`src/rtl/seg7_pkg.sv`:
```
// Shared 7-segment definitions: glyph patterns (bit0=a .. bit6=g) and capture FSM states.
package seg7_pkg;

  localparam logic [6:0] SEG7_0     = 7'h3F;
  localparam logic [6:0] SEG7_1     = 7'h06;
  localparam logic [6:0] SEG7_2     = 7'h5B;
  localparam logic [6:0] SEG7_3     = 7'h4F;
  localparam logic [6:0] SEG7_4     = 7'h66;
  localparam logic [6:0] SEG7_5     = 7'h6D;
  localparam logic [6:0] SEG7_6     = 7'h7D;
  localparam logic [6:0] SEG7_7     = 7'h07;
  localparam logic [6:0] SEG7_8     = 7'h7F;
  localparam logic [6:0] SEG7_9     = 7'h6F;
  localparam logic [6:0] SEG7_A     = 7'h77;
  localparam logic [6:0] SEG7_B     = 7'h7C;
  localparam logic [6:0] SEG7_C     = 7'h39;
  localparam logic [6:0] SEG7_D     = 7'h5E;
  localparam logic [6:0] SEG7_E     = 7'h79;
  localparam logic [6:0] SEG7_F     = 7'h71;
  localparam logic [6:0] SEG7_BLANK = 7'h00;

  typedef enum logic [1:0] {
    WAIT   = 2'd0,
    SETTLE = 2'd1,
    LOCKED = 2'd2
  } seg7_state_e;

endpackage

```
`src/rtl/seg7_pattern_decode.sv`:
```
// Combinational inverse of the glyph table: pattern -> hex digit, legal and blank flags.
module seg7_pattern_decode
  import seg7_pkg::*;
(
  input  logic [6:0] pattern,
  output logic [3:0] digit,
  output logic       legal,
  output logic       blank
);

  always_comb begin
    digit = 4'h0;
    legal = 1'b1;
    blank = 1'b0;
    case (pattern)
      SEG7_0:     digit = 4'h0;
      SEG7_1:     digit = 4'h1;
      SEG7_2:     digit = 4'h2;
      SEG7_3:     digit = 4'h3;
      SEG7_4:     digit = 4'h4;
      SEG7_5:     digit = 4'h5;
      SEG7_6:     digit = 4'h6;
      SEG7_7:     digit = 4'h7;
      SEG7_8:     digit = 4'h8;
      SEG7_9:     digit = 4'h9;
      SEG7_A:     digit = 4'hA;
      SEG7_B:     digit = 4'hB;
      SEG7_C:     digit = 4'hC;
      SEG7_D:     digit = 4'hD;
      SEG7_E:     digit = 4'hE;
      SEG7_F:     digit = 4'hF;
      SEG7_BLANK: begin
        legal = 1'b0;
        blank = 1'b1;
      end
      default:    legal = 1'b0;
    endcase
  end

endmodule

```
`src/rtl/seg7_capture_decoder.sv`:
```
// Samples an asynchronous 7-segment bus, waits for a stable pattern, then decodes it.
// fsm_state exposes the capture FSM for checkers.
module seg7_capture_decoder
  import seg7_pkg::*;
#(
  parameter int unsigned STABLE_CYCLES = 16,
  parameter int unsigned CNT_W         = 5,
  parameter int unsigned ACTIVE_LOW    = 0
) (
  input  logic       clk,
  input  logic       rst_n,
  input  logic [6:0] seg_in,
  input  logic       err_clr,
  output logic [3:0] digit,
  output logic       digit_valid,
  output logic       digit_strobe,
  output logic       blank,
  output logic       pattern_err,
  output logic [7:0] change_count,
  output logic [1:0] fsm_state
);

  localparam logic [CNT_W-1:0] CNT_MAX = CNT_W'(STABLE_CYCLES - 1);

  logic [6:0]  seg_fix;
  logic [6:0]  s1;
  logic [6:0]  s2;
  logic [6:0]  candidate;
  logic [6:0]  accepted;
  logic [CNT_W-1:0] cnt;
  logic        have_acc;
  seg7_state_e state;

  logic [3:0]  dec_digit;
  logic        dec_legal;
  logic        dec_blank;

  assign seg_fix   = (ACTIVE_LOW != 0) ? ~seg_in : seg_in;
  assign fsm_state = state;

  // Decode the candidate so outputs land on the same edge that accepts it.
  seg7_pattern_decode u_decode (
    .pattern (candidate),
    .digit   (dec_digit),
    .legal   (dec_legal),
    .blank   (dec_blank)
  );

  always_ff @(posedge clk) begin
    if (!rst_n) begin
      s1           <= '0;
      s2           <= '0;
      candidate    <= '0;
      accepted     <= '0;
      cnt          <= '0;
      have_acc     <= 1'b0;
      state        <= WAIT;
      digit        <= '0;
      digit_valid  <= 1'b0;
      digit_strobe <= 1'b0;
      blank        <= 1'b0;
      pattern_err  <= 1'b0;
      change_count <= '0;
    end else begin
      s1 <= seg_fix;
      s2 <= s1;

      if (s2 != candidate) begin
        candidate <= s2;
        cnt       <= '0;
      end else if (cnt != CNT_MAX) begin
        cnt <= cnt + 1'b1;
      end

      digit_strobe <= 1'b0;
      if (err_clr) pattern_err <= 1'b0;

      case (state)
        WAIT: begin
          if (s2 != accepted) state <= SETTLE;
        end
        SETTLE: begin
          // A reversion is a filtered glitch; fall back to wherever we came from.
          if (candidate == accepted) begin
            state <= have_acc ? LOCKED : WAIT;
          end else if (cnt == CNT_MAX) begin
            state        <= LOCKED;
            have_acc     <= 1'b1;
            accepted     <= candidate;
            digit_strobe <= 1'b1;
            change_count <= change_count + 8'd1;
            if (dec_legal) begin
              digit       <= dec_digit;
              digit_valid <= 1'b1;
              blank       <= 1'b0;
            end else if (dec_blank) begin
              digit_valid <= 1'b0;
              blank       <= 1'b1;
            end else begin
              digit_valid <= 1'b0;
              blank       <= 1'b0;
              pattern_err <= 1'b1;
            end
          end
        end
        LOCKED: begin
          if (candidate != accepted) state <= SETTLE;
        end
        default: state <= WAIT;
      endcase
    end
  end

endmodule

```
`config.mk`:
```
export PLATFORM = sky130hd
export DESIGN_NAME = seg7_capture_decoder
export DESIGN_NICKNAME = d
export VERILOG_FILES = /design/src/rtl/seg7_pkg.sv /design/src/rtl/seg7_pattern_decode.sv /design/src/rtl/seg7_capture_decoder.sv
export SDC_FILE = /design/constraint.sdc
export NUM_CORES = 1
export LEC_CHECK = 0
export BUFFER_PORTS_ARGS = -buffer_cell sky130_fd_sc_hd__buf_2
export CAP_MARGIN = 40
export CORE_MARGIN = 2
export CORE_UTILIZATION = 51
export DETAILED_ROUTE_END_ITERATION = 6
export PLACE_DENSITY = 0.72
export SLEW_MARGIN = 20
export SYNTH_ARGS = -nofsm -noshare
export SYNTH_HDL_FRONTEND = slang
export SYNTH_SLANG_ARGS = --single-unit
export TNS_END_PERCENT = 10
```
`constraint.sdc`:
```
create_clock -name clk -period 1.9 [get_ports clk]
set_input_delay 0.19 -clock clk [delete_from_list [all_inputs] [get_ports clk]]
set_output_delay 0.19 -clock clk [all_outputs]
set_load 0.01 [all_outputs]
```
==> out/qor.yml <==
placed_design:
  post-dp-hpwl_mm: 3.22
  gp_congestion: 0.819
  portBuffers: 27
  placedCellCount: 335
timing:
  whs_ns: 0.0828
  max_freq_mhz: 563
  rsz0062_at_grt: "no"
  max-slew-margin-rel_pct: 74.7
  timing.final.hold_violations: 0
  tightest_slew_ns: 0.376
  report.final.slew_viol_count: 0
  timing.final.crit_share_pct: 93.5
  tns_ns: 0
  finClkSkew_ns: 0.00968
  min_period_ns: 1.78
  final-setup-viol-count: 0
clock_tree:
  path_clk_slew_ns: 0.10
  numCtsBuffers: 5
  clockBufferDepth: 2
  cts.sinks: 52
  insertion_delay_ns: 0.30
  cts_tree: "built"
  cts-root-buf: "clkbuf_8"
  htreeDepth: 2
grt:
  grt_antenna_before_repair: 0
  grt_usage_pct: 19.3
  grt_max_degree: 26
  overflow: 0
  grt_first_pass_wirelength_mm: 7.73
  grt_pass1_vias: 1690
flow_run:
  drv_cap: 0
detailed_routing:
  drc_errors: 0
  vias: 1792
  first_pass_iters: 4
  routedWlPerCell_um: 13.5
  ant_nets: 0
  drtIter0Drc: 93
  wl_mm: 4.66
  vias_per_cell: 5.19
finish:
  diodes: 0
  drive_above_1_share_pct: 27.0
  final_common_cell: "dfxtp_1"
  nets: 305
  most-common-layout-cells: "dfxtp_1, nor2_1, buf_2"
  fin_cells: 345
  area_delta_synth_final_pct: 20.4
setup_path:
  path_max_fanout: 12
  max_stage_delay_ns: 0.40
  path_cells: "and3_1 -> and3_1 -> nor4_4 -> nand3_1 -> o32a_1 -> nor2_1"
  critPathCaptureType: "flop"
  cp_num_buf_inv: 0
  critPathTopFamily: "simple AND/OR/NAND/NOR gates"
  critPathRequiredTime_ns: 2.14
  worstSetupStartpointType: "flop"
  crit_slowest_cell: "dfxtp_4"
  cpMostUsedCell: "and3_1"
  crit_type: "flop to flop"
  crit_arrival_ns: 2.02
floorplan:
  die_x_um: 71.7
  num_rows: 24
  die_area_mm2: 0.00514
  design.core.area_mm2: 0.00438
  die_height_um: 71.7
  start_util_pct: 53.3
  ios: 28
yosys:
  ys_warn_count: 0
  synth-seq-cells: 52
  synth_fp_nets: 263
  syn_avg_cell_area_um2: 9.35
  ys_types: 41
  synthCells: 250
  ys_seq_area_share_pct: 44.5
  netlist_area_mm2: 0.00234
pwr:
  power.leakage_nw: 1.21
  power_frac_seq_pct: 56.5
  internal-power_w: 0.00156
  p_sw_w: 0.000444
  swShare_pct: 22.1
  ir_drop_mv: 0.542
  p_comb_share_pct: 6.4
  power_density_mw_per_mm2: 713
  p_clk_share_pct: 37.2
hold_path:
  hold_path_class: "primary input to flop"
status:
  status: "completed"
-- flip-flops by register name, summed over array words and instances (netlist names) --
name          cells
pattern_err       1
candidate         7
have_acc          1
digit_valid       1
accepted          7
digit             4
blank             1
s1                7
cnt               5
fsm_state         2
change_count      8
s2                7
digit_strobe      1
-- cell usage after synthesis, drive strengths merged --
cell / n / area, um2
and2: 22 / 138
a211oi: 1 / 12.5
dfxtp: 52 / 1040
nor4: 8 / 65.1
a22oi: 1 / 7.51
nand3: 3 / 15.0
o32a: 1 / 10.0
clkinv: 1 / 3.75
xor2: 20 / 175
a31oi: 2 / 27.5
xnor2: 12 / 105
o21a: 2 / 15.0
o21bai: 2 / 15.0
mux2i: 11 / 110
a21oi: 8 / 40.0
nand2b: 3 / 18.8
or4: 1 / 7.51
o22a: 1 / 8.76
and3: 6 / 37.5
o211ai: 1 / 7.51
clkbuf: 5 / 18.8
nand4b: 2 / 17.5
o211a: 1 / 10.0
a31o: 1 / 8.76
nor3: 4 / 20.0
nand4: 7 / 43.8
buf: 9 / 55.1
o32ai: 1 / 8.76
o21ai: 5 / 25.0
ha: 3 / 37.5
nand4bb: 2 / 22.5
nor2b: 2 / 12.5
nand2: 12 / 45.0
inv: 3 / 11.3
o31a: 1 / 10.0
nor2: 34 / 130
-- path summary, 6_finish.rpt --
kind | from | to | slack [ns] | cells past startpoint
setup / recovery | candidate[5] | pattern_err | 0.12 | 6
hold / removal | seg_in[2] | s1[2] | 0.08 | 2
setup reg to reg | candidate[5] | pattern_err | 0.12 | 6
hold reg to reg | s1[0] | s2[0] | 0.44 | 1
-- per-stage QoR --
step	power, W	cell area, um2	utilization [%]	setup slack, ns
floorplan	0.00124	2340	-	0.0153
global placement	0.00128	2630	59.9	0.0431
detailed placement	0.00128	2630	59.9	0.0392
CTS	0.00203	2730	62.4	0.00906
global route	0.00209	2820	64.2	0.00174
finish	0.00201	2820	64.2	0.124
-- worst reg2reg max path, delay by kind of cell, from the launching register on --
family | cells | cell delay, ns
DFF | 1 | 0.40
and+or+nand+nor | 5 | 1.00
AOI/OAI and AO/OA | 1 | 0.33
-- power by group through the flow --
stage | Sequential [W] | Clock (W) | Combinational (W)
floorplan | 0.00115 | 0 | 0.0000836
global placement | 0.00116 | 0 | 0.000122
detailed placement | 0.00116 | 0 | 0.000124
CTS | 0.00113 | 0.000768 | 0.000124
global route | 0.00114 | 0.000812 | 0.000144
finish | 0.00113 | 0.000746 | 0.000128
-- cells by family (layout without fill, tap and decap cells) --
logic type               count (synthesis)  after routing  share of synthesized area (%)
AO/OA/AOI/OAI                           28             28                           8.83
XOR/XNOR                                32             32                           12.0
adder cells (fa/ha/maj)                  3              3                           1.61
buffers and inverters                   18             61                           3.80
flip-flops                              52             52                           44.5
multiplexers                            11             11                           4.71
AND/OR/NAND/NOR                        106            106                           24.5
-- final cells by class --
class	count	area, um2
Timing Repair Buffer	49	317
Multi-Input combinational cell	180	1250
Sequential cell	52	1060
Inverter	4	15.0
Fill cell	414	1570
Clock inverter	2	35.0
Clock buffer	6	72.6
Tap cell	52	65.1
-- metal layers --
| layer | vias to the layer above | routed length [um] | global-route usage, % |
|---|---|---|---|
| met2 | 36 | 2180 | 31.6 |
| met1 | 815 | 2260 | 25.3 |
| li1 | 936 | - | - |
| met4 | 0 | 53 | 6.08 |
| met3 | 5 | 169 | 4.50 |
| met5 | - | 0 | 0 |
-- repair_timing --
item,CTS,global route
buffers inserted,0,2
endpoints found under the setup margin,0,22
hold buffers,0,0
resized for setup,0,22
hold endpoints to repair,0,0
No activity file was read; power rests on OpenSTA's default activity.
